`config.mk`:
```
export PLATFORM = sky130hd
export DESIGN_NAME = operand_select_stage_flat
export DESIGN_NICKNAME = d
export VERILOG_FILES = /design/src/rtl/operand_select_stage_if.sv /design/src/rtl/operand_select_stage.sv /design/src/flat_wrapper.sv
export SDC_FILE = /design/constraint.sdc
export NUM_CORES = 1
export LEC_CHECK = 0
export ABC_AREA = 1
export ABC_CLOCK_PERIOD_IN_PS = 4820
export CAP_MARGIN = 20
export CELL_PAD_IN_SITES_DETAIL_PLACEMENT = 1
export CELL_PAD_IN_SITES_GLOBAL_PLACEMENT = 2
export CORE_ASPECT_RATIO = 0.9
export CORE_MARGIN = 2
export CORE_UTILIZATION = 29
export CTS_CLUSTER_DIAMETER = 150
export CTS_CLUSTER_SIZE = 25
export DETAILED_ROUTE_END_ITERATION = 8
export PLACE_DENSITY = 0.83
export SLEW_MARGIN = 20
export SYNTH_ARGS = -nofsm -noshare
export SYNTH_HDL_FRONTEND = slang
export SYNTH_SLANG_ARGS = --single-unit
```
`constraint.sdc`:
```
create_clock -name clk -period 4.82 [get_ports clk]
set_clock_uncertainty 0.2 [all_clocks]
set_input_delay 0.723 -clock clk [delete_from_list [all_inputs] [get_ports clk]]
set_output_delay 0.723 -clock clk [all_outputs]
set_load 0.01 [all_outputs]
```
`src/rtl/operand_select_stage_if.sv`:
```
// operand_select_stage_if: bundles both operand sources, the mux select and the MAC-side output port.
interface operand_select_stage_if #(
    parameter int WIDTH = 32,
    parameter int CNT_W = 16
);
    logic [WIDTH-1:0] a_data;
    logic             a_valid;
    logic             a_ready;
    logic [WIDTH-1:0] b_data;
    logic             b_valid;
    logic             b_ready;
    logic             sel;
    logic [WIDTH-1:0] out_data;
    logic             out_valid;
    logic             out_ready;
    logic [CNT_W-1:0] xfer_count;

    modport master (
        output a_data, a_valid, b_data, b_valid, out_ready,
        input  a_ready, b_ready, sel, out_data, out_valid, xfer_count
    );

    modport slave (
        input  a_data, a_valid, b_data, b_valid, out_ready,
        output a_ready, b_ready, sel, out_data, out_valid, xfer_count
    );
endinterface

```
`src/rtl/operand_select_stage.sv`:
```
// operand_select_stage: round-robin burst arbiter over two operand streams feeding a 2-entry skid buffer.
module operand_select_stage #(
    parameter int WIDTH = 32,
    parameter int BURST = 4,
    parameter int CNT_W = 16
) (
    input logic clk,
    input logic rst,
    operand_select_stage_if.slave io
);
    typedef enum logic [1:0] {IDLE, SRC_A, SRC_B} state_t;

    state_t           r_state;
    logic             r_sel;
    logic             r_last_a;
    logic [3:0]       r_burst;
    logic [1:0]       r_cnt;
    logic [WIDTH-1:0] r_buf0;
    logic [WIDTH-1:0] r_buf1;
    logic [CNT_W-1:0] r_xfer;

    state_t           w_state_nxt;
    state_t           w_other;
    logic [3:0]       w_burst_nxt;
    logic             w_push_a;
    logic             w_push_b;
    logic             w_push;
    logic             w_pop;
    logic             w_own_v;
    logic             w_oth_v;
    logic [WIDTH-1:0] w_din;

    assign io.a_ready    = (r_state == SRC_A) && (r_cnt != 2'd2);
    assign io.b_ready    = (r_state == SRC_B) && (r_cnt != 2'd2);
    assign io.sel        = r_sel;
    assign io.out_data   = r_buf0;
    assign io.out_valid  = r_cnt != 2'd0;
    assign io.xfer_count = r_xfer;

    assign w_push_a = io.a_valid & io.a_ready;
    assign w_push_b = io.b_valid & io.b_ready;
    assign w_push   = w_push_a | w_push_b;
    assign w_pop    = io.out_valid & io.out_ready;
    assign w_din    = w_push_a ? io.a_data : io.b_data;
    assign w_own_v  = (r_state == SRC_A) ? io.a_valid : io.b_valid;
    assign w_oth_v  = (r_state == SRC_A) ? io.b_valid : io.a_valid;
    assign w_other  = (r_state == SRC_A) ? SRC_B : SRC_A;

    // A full burst only yields when the other side is actually waiting.
    always_comb begin
        w_state_nxt = r_state;
        w_burst_nxt = r_burst;
        if (r_state == IDLE) begin
            if (io.a_valid && io.b_valid) w_state_nxt = r_last_a ? SRC_B : SRC_A;
            else if (io.a_valid) w_state_nxt = SRC_A;
            else if (io.b_valid) w_state_nxt = SRC_B;
        end else if (!w_own_v) begin
            w_state_nxt = w_oth_v ? w_other : IDLE;
            w_burst_nxt = 4'd0;
        end else if (w_push) begin
            w_burst_nxt = r_burst + 4'd1;
            if (r_burst + 4'd1 == 4'(BURST)) begin
                w_burst_nxt = 4'd0;
                if (w_oth_v) w_state_nxt = w_other;
            end
        end
    end

    always_ff @(posedge clk or posedge rst) begin
        if (rst) begin
            r_state  <= IDLE;
            r_sel    <= 1'b0;
            r_last_a <= 1'b0;
            r_burst  <= 4'd0;
            r_cnt    <= 2'd0;
            r_buf0   <= '0;
            r_buf1   <= '0;
            r_xfer   <= '0;
        end else begin
            r_state  <= w_state_nxt;
            r_sel    <= (w_state_nxt == SRC_A) ? 1'b1 : (w_state_nxt == SRC_B) ? 1'b0 : r_sel;
            r_last_a <= w_push ? w_push_a : r_last_a;
            r_burst  <= w_burst_nxt;
            r_cnt    <= r_cnt + {1'b0, w_push} - {1'b0, w_pop};
            if (w_push && (r_cnt == 2'd0 || (r_cnt == 2'd1 && w_pop))) r_buf0 <= w_din;
            else if (w_pop && r_cnt == 2'd2) r_buf0 <= r_buf1;
            if (w_push && r_cnt == 2'd1 && !w_pop) r_buf1 <= w_din;
            if (w_pop) r_xfer <= r_xfer + CNT_W'(1);
        end
    end
endmodule

```
`src/flat_wrapper.sv`:
```
// flat-port wrapper written by rule: the top's interface ports become plain ports
module operand_select_stage_flat 
#(
    parameter int WIDTH = 32,
    parameter int BURST = 4,
    parameter int CNT_W = 16
)
  (clk, rst, io_a_data, io_a_valid, io_b_data, io_b_valid, io_out_ready, io_a_ready, io_b_ready, io_sel, io_out_data, io_out_valid, io_xfer_count);
  operand_select_stage_if #(.WIDTH(WIDTH), .CNT_W(CNT_W)) io_i ();
  input logic clk;
  input logic rst;
  input wire logic [$bits(io_i.a_data)-1:0] io_a_data;
  input wire logic [$bits(io_i.a_valid)-1:0] io_a_valid;
  input wire logic [$bits(io_i.b_data)-1:0] io_b_data;
  input wire logic [$bits(io_i.b_valid)-1:0] io_b_valid;
  input wire logic [$bits(io_i.out_ready)-1:0] io_out_ready;
  output wire logic [$bits(io_i.a_ready)-1:0] io_a_ready;
  output wire logic [$bits(io_i.b_ready)-1:0] io_b_ready;
  output wire logic [$bits(io_i.sel)-1:0] io_sel;
  output wire logic [$bits(io_i.out_data)-1:0] io_out_data;
  output wire logic [$bits(io_i.out_valid)-1:0] io_out_valid;
  output wire logic [$bits(io_i.xfer_count)-1:0] io_xfer_count;
  assign io_i.a_data = io_a_data;
  assign io_i.a_valid = io_a_valid;
  assign io_i.b_data = io_b_data;
  assign io_i.b_valid = io_b_valid;
  assign io_i.out_ready = io_out_ready;
  assign io_a_ready = io_i.a_ready;
  assign io_b_ready = io_i.b_ready;
  assign io_sel = io_i.sel;
  assign io_out_data = io_i.out_data;
  assign io_out_valid = io_i.out_valid;
  assign io_xfer_count = io_i.xfer_count;
  operand_select_stage #(.WIDTH(WIDTH), .BURST(BURST), .CNT_W(CNT_W)) u_core (.clk(clk), .rst(rst), .io(io_i));
endmodule
```
# Word level (Yosys, flattened, before mapping)
# Cells that the tools add are included.
dict set report totals {
  register_bits 90
  inputBits 69
  output_inout_bits 52
  word_cells 63
}
dict set report op_classes {
  reduce_logical 16
  eq_ne 9
  bitwise_logic 5
  addsub 4
  mux 21
}
# operator count
set op_table {}
lappend op_table {{two-way mux 32 bit} 3}
lappend op_table {{two-way mux 2 bit} 11}
lappend op_table {{adder 16 x 1 -> 16 bit (second input constant)} 1}
lappend op_table {{two-way mux 4 bit} 3}
lappend op_table {{logical AND 1 bit} 8}
lappend op_table {{== test 2 x 1 -> 1 bit (second input constant)} 3}
lappend op_table {{== test 2 bit (second input constant)} 3}
lappend op_table {{nonzero test 2 bit} 3}
lappend op_table {{adder 4 x 1 -> 4 bit (second input constant)} 1}
lappend op_table {{== test 4 x 3 -> 1 bit (second input constant)} 1}
lappend op_table {{logical NOT 2 bit} 2}
lappend op_table {{two-way mux 1 bit} 4}
lappend op_table {{bitwise AND 1 bit} 3}
lappend op_table {{adder 2 x 1 -> 2 bit} 1}
lappend op_table {{inequality test 2 x 1 -> 1 bit (second input constant)} 1}
lappend op_table {{inequality test 2 bit (second input constant)} 1}
lappend op_table {{AND reduction 2 bit} 1}
lappend op_table {{subtractor 2 x 1 -> 2 bit} 1}
lappend op_table {{logical NOT 1 bit} 1}
lappend op_table {{logical OR 1 bit} 1}
lappend op_table {{NOT 1 bit} 1}
lappend op_table {{bitwise OR 1 bit} 1}

# Longest topological paths before layout
dict set report depth {
  depth_word 10
  mapped_depth 11
  depth_no_buf 11
}

# Worst setup path before layout
# OpenSTA, ideal clock, no wires.
dict set report synth_path {
  path_type {input port to flip-flop}
  start {in io_b_valid}
  end {reg u_core.r_sel, in the netlist u_core.io.sel}
  path_stages 9
  slack_ns 2.584
  arrival_time_ns 1.911
  required_time_ns 4.495
  path_buffers 0
  cell_sequence {inv_1 nor2_1 a21oi_1 inv_1 nand3_1 nand2_1 o21ai_0 ha_1 mux2_2}
}
dict set report synth_between {
  elab_chain_cells 8
  word_cells_on_any_way 18
}
# element line
set synth_lines {}
lappend synth_lines {{from (decl)} flat_wrapper.sv:15} ;# input wire logic [$bits(io_i.b_valid)-1:0] io_b_valid;
lappend synth_lines {{two-way mux 1 bit} operand_select_stage.sv:46} ;# assign w_oth_v = (r_state == SRC_A) ? io.b_valid : io.a_valid;
lappend synth_lines {{two-way mux 2 bit} operand_select_stage.sv:64} ;# if (w_oth_v) w_state_nxt = w_other;
lappend synth_lines {{two-way mux 2 bit} operand_select_stage.sv:62} ;# if (r_burst + 4'd1 == 4'(BURST)) begin
lappend synth_lines {{two-way mux 2 bit} operand_select_stage.sv:60} ;# end else if (w_push) begin
lappend synth_lines {{two-way mux 2 bit} operand_select_stage.sv:57} ;# end else if (!w_own_v) begin
lappend synth_lines {{two-way mux 2 bit (*)} operand_select_stage.sv:53} ;# if (r_state == IDLE) begin
lappend synth_lines {{== test 2 x 1 -> 1 bit / == test 2 bit (equally long branches)} operand_select_stage.sv:81} ;# r_sel <= (w_state_nxt == SRC_A) ? 1'b1 : (w_state_nxt == SRC_B) ? 1'b0 : r_sel;
lappend synth_lines {{two-way mux 1 bit / nonzero test 2 bit (equally long branches)} -}
lappend synth_lines {{to (signal assigned)} operand_select_stage.sv:81}
lappend synth_lines {{to (decl)} operand_select_stage.sv:14} ;# logic r_sel;
# Mark *: on every way between the ends. The rest lies on a longest branch, timed or not.
# A chain may end at the register's enable or synchronous reset.

# Worst setup path after layout
dict set report layout_path {
  start {in io_a_valid}
  end {reg u_core.r_buf1[7]}
}
dict set report layout_between {
  elab_chain_cells 4
  word_cells_on_any_way 5
}
# element line
set layout_lines {}
lappend layout_lines {{from (decl)} flat_wrapper.sv:13} ;# input wire logic [$bits(io_i.a_valid)-1:0] io_a_valid;
lappend layout_lines {{bitwise AND 1 bit (*)} operand_select_stage.sv:40} ;# assign w_push_a = io.a_valid & io.a_ready;
lappend layout_lines {{bitwise OR 1 bit} operand_select_stage.sv:42} ;# assign w_push = w_push_a | w_push_b;
lappend layout_lines {{logical AND 1 bit (2 in series)} operand_select_stage.sv:87} ;# if (w_push && r_cnt == 2'd1 && !w_pop) r_buf1 <= w_din;
lappend layout_lines {{to (signal assigned)} operand_select_stage.sv:87}
lappend layout_lines {{to (decl)} operand_select_stage.sv:19} ;# logic [WIDTH-1:0] r_buf1;
# Marks and branches as above.

==> run_results.csv <==
group,metric,value,unit
floorplanning,dieArea,16220,µm²
timing,rsz0062_at_grt,"false",
clock_tree,cts_tree,"done",
floorplanning,die-height,121.0,µm
logic_synthesis,yosys.area.top_type,"dfrtp_1",
worst_setup_path,worstPathRequired,4.85,ns
logic_synthesis,synth_edf_count,0,
logic_synthesis,yosysMostFrequentCell,"nand2_1",
timing,drv_slew,0,
route,wirelength,13010,µm
worst_setup_path,r2r_start,"u_core.r_cnt[0]",
floorplanning,rows,42,
route,ant_nets,0,
worst_setup_path,worst-r2r-setup-slack,1.95,ns
worst_setup_path,cp_max_fo,64,
timing,setup_viol,0,
min_path,hold_class,"reg2reg",
logic_synthesis,async_reset_ff_share,100.0,%
cells_and_area,fin_area,6082,µm²
logic_synthesis,syn_avg_cell_area,8.080,µm²
timing,max_freq,316.8,MHz
floorplanning,io_pins,121,
route,post_drt_via_cell_ratio,4.539,
cells_and_area,multi_input_area,1824,µm²
logic_synthesis,netlist_area,4412,µm²
power_and_ir_drop,p_leak,3.020,nW
cells_and_area,syn2layout_area_growth,37.86,%
logic_synthesis,synth_cell_types,30,
global_route,grt_overflow,0,
route,wl_per_cell,15.10,µm
logic_synthesis,synthTopCellsByCount,"230 x nand2_1, 90 x dfrtp_1, 57 x inv_1",
worst_setup_path,startpoint_type,"primary input",
clock_tree,clk_latency,0.35,ns
timing,finalHoldViolCount,0,
cells_and_area,num_antenna_cells,0,
clock_tree,ctsHtreeMaxLevel,3,
min_path,hold_depth,2,
worst_setup_path,cp-end-kind,"register",
cells_and_area,final_nets,733,
place,io_buffers,120,
cells_and_area,fillerInstances,1773,
logic_synthesis,yosysSeqAreaShare,51.05,%
floorplanning,start_util,29.88,%
worst_setup_path,max_stage_delay,0.64,ns
power_and_ir_drop,vdd_drop_max,0.0002144,V
min_path,worstHoldStart,"u_core.io.out_data[26]",
worst_setup_path,slowest_stage,"nand4_4",
clock_tree,clk_pin_slew,0.06,ns
logic_synthesis,ys_ff_latch,90,
place,gp_congestion,0.7628,
worst_setup_path,crit_arrival,3.19,ns
route,drt-initial-drc-count,220,
global_route,grt_pass1_wl,21340,µm
timing,setup_tns,0,ns
timing,fin_crit,3.156,ns
place,place_inst,845,
power_and_ir_drop,powerDensity,519.3,nW/µm²
worst_setup_path,cp-startpoint,"io_a_valid",
global_route,antenna_found_initial,0,
worst_setup_path,crit_type,"in2reg",
run,drv_cap,0,
logic_synthesis,yosys_warnings,0,
route,vias,3913,
cells_and_area,finalNonFillerCells,862,
place,dpl_cell_area,5768,µm²
route,drc_errors,0,
clock_tree,numCtsBuffers,9,
worst_setup_path,reg2reg_depth,6,
clock_tree,postCtsHoldBufs,0,
global_route,grt_pass1_vias,4171,
logic_synthesis,synth_ff_type,"dfrtp_1",
global_route,track_usage,16.78,%
clock_tree,cts_buffer_depth,2,
worst_setup_path,r2r_end,"u_core.r_buf1[7]",
clock_tree,postCtsSetupBuffers,0,
cells_and_area,layout-drive-gt1-share,4.367,%
min_path,hold_path_end,"u_core.io.out_data[26]",
worst_setup_path,cp_cell_sequence,"clkdlybuf4s50_1 > nand3_4 > nand2_4 > nand4_4 > o21ai_0",
logic_synthesis,synthCells,546,
timing,fin_crit_sh,65.48,%
clock_tree,root_buffer,"clkbuf_16",
clock_tree,cts_resized,0,
timing,maxSlewHeadroom,37.27,%
logic_synthesis,syn-num-nets,620,
logic_synthesis,synth_top_cell_area_share,51.05,%
floorplanning,die_w,134.0,µm
timing,worstMarginPinSlew,0.9388,ns
global_route,grt_max_degree,68,
run_status,status,"finished clean",
route,first_pass_iters,4,
logic_synthesis,synthTopCellsByArea,"dfrtp_1 51%, nand2_1 20%, a22oi_1 5.4%, inv_1 4.8%, o21ai_0 4.7%",
cells_and_area,ff_latch_area,2252,µm²
place,hpwl,8796,µm
clock_tree,cts_sinks,90,
floorplanning,core-area,14770,µm²
critical path, delay by kind of cell:
family / cells / cell delay, ns
and+or+nand+nor: 3 / 1.38
AOI/OAI and AO/OA: 1 / 0.45
buffers and inverters: 1 / 0.60
cells by family after synthesis:
group | synth area share (%)
XOR/XNOR | 2.779
buffers and inverters | 7.771
flip-flops | 51.05
multiplexers | 0.2552
adder cells (fa/ha/maj) | 1.418
AO/OA/AOI/OAI | 11.34
AND/OR/NAND/NOR | 25.38
worst max path at each step:
stage,to,slack [ns]
2_1_floorplan,asynchronous set/reset pin,1.56
3_3_place_gp,u_core.r_buf1[27],1.34
3_5_place_dp,u_core.r_buf1[18],1.19
4_1_cts,u_core.r_buf1[16],1.54
5_1_grt,u_core.r_buf1[7],1.34
6_report,u_core.r_buf1[7],1.66
through the flow:
| step | power (mW) | hold WS [ns] | setup slack (ns) | util [%] |
|---|---|---|---|---|
| CTS | 3.218 | 0.2823 | 1.542 | 41.09 |
| detailed placement | 2.466 | 0.2665 | 1.193 | 39.06 |
| global route | 3.414 | 0.3119 | 1.345 | 41.19 |
| finish | 3.158 | 0.2763 | 1.664 | 41.19 |
| floorplan | 1.924 | 0.2534 | 1.562 | - |
| global placement | 2.409 | 0.2625 | 1.338 | 39.06 |
final cells by class:
class	instances	area share, %
Clock inverter	2	0.5760
Multi-Input combinational cell	375	29.99
Sequential cell	90	37.03
Inverter	60	3.744
Clock buffer	14	4.341
Tap cell	198	4.073
Timing Repair Buffer	123	20.24
cell usage in the layout (no fill, tap or decap):
| cell type | n |
|---|---|
| o22ai_1 | 1 |
| buf_4 | 2 |
| nand3b_1 | 1 |
| nand2_4 | 1 |
| nand3_1 | 9 |
| nand3_4 | 1 |
| o31ai_1 | 2 |
| nor3b_1 | 1 |
| a22o_1 | 1 |
| clkbuf_16 | 9 |
| inv_1 | 56 |
| inv_2 | 3 |
| nor2_4 | 4 |
| nor3_1 | 1 |
| mux2_2 | 1 |
| nor3b_2 | 1 |
| clkbuf_1 | 3 |
| nand4_4 | 1 |
| ha_1 | 5 |
| nand4_1 | 2 |
| nor2_1 | 21 |
| a21oi_1 | 3 |
| buf_8 | 1 |
| inv_4 | 1 |
| clkdlybuf4s50_1 | 120 |
| nand2_1 | 230 |
| dfrtp_1 | 90 |
| bufinv_16 | 1 |
| a22oi_1 | 32 |
| o21ai_0 | 41 |
| o21ai_1 | 2 |
| clkinv_2 | 1 |
| clkbuf_8 | 2 |
| xnor2_1 | 7 |
| xor2_1 | 7 |
metal layers:
metal	global-route usage [%]	up-vias	part of all wire, %
li1	-	1941	-
met1	21.30	1881	45
met2	28.46	79	49
met3	3.885	12	4.2
met4	5.329	0	1.4
met5	0	-	0
where the power goes:
part | switching [mW] | total, mW | internal, mW
registers | 0.180 | 1.21 | 1.03
clock network | 0.294 | 0.725 | 0.430
logic | 0.673 | 1.23 | 0.554
total | 1.15 | 3.16 | 2.01
state kept, by name, summed over array words and instances, names as in the netlist, named ones only:
signal / count
u_core.r_burst: 4
u_core.io.xfer_count: 16
u_core.r_last_a: 1
u_core.r_cnt: 2
u_core.io.sel: 1
u_core.io.out_data: 32
u_core.r_buf1: 32
u_core.r_state: 1
Note: power is estimated with default switching activity, not from simulation.
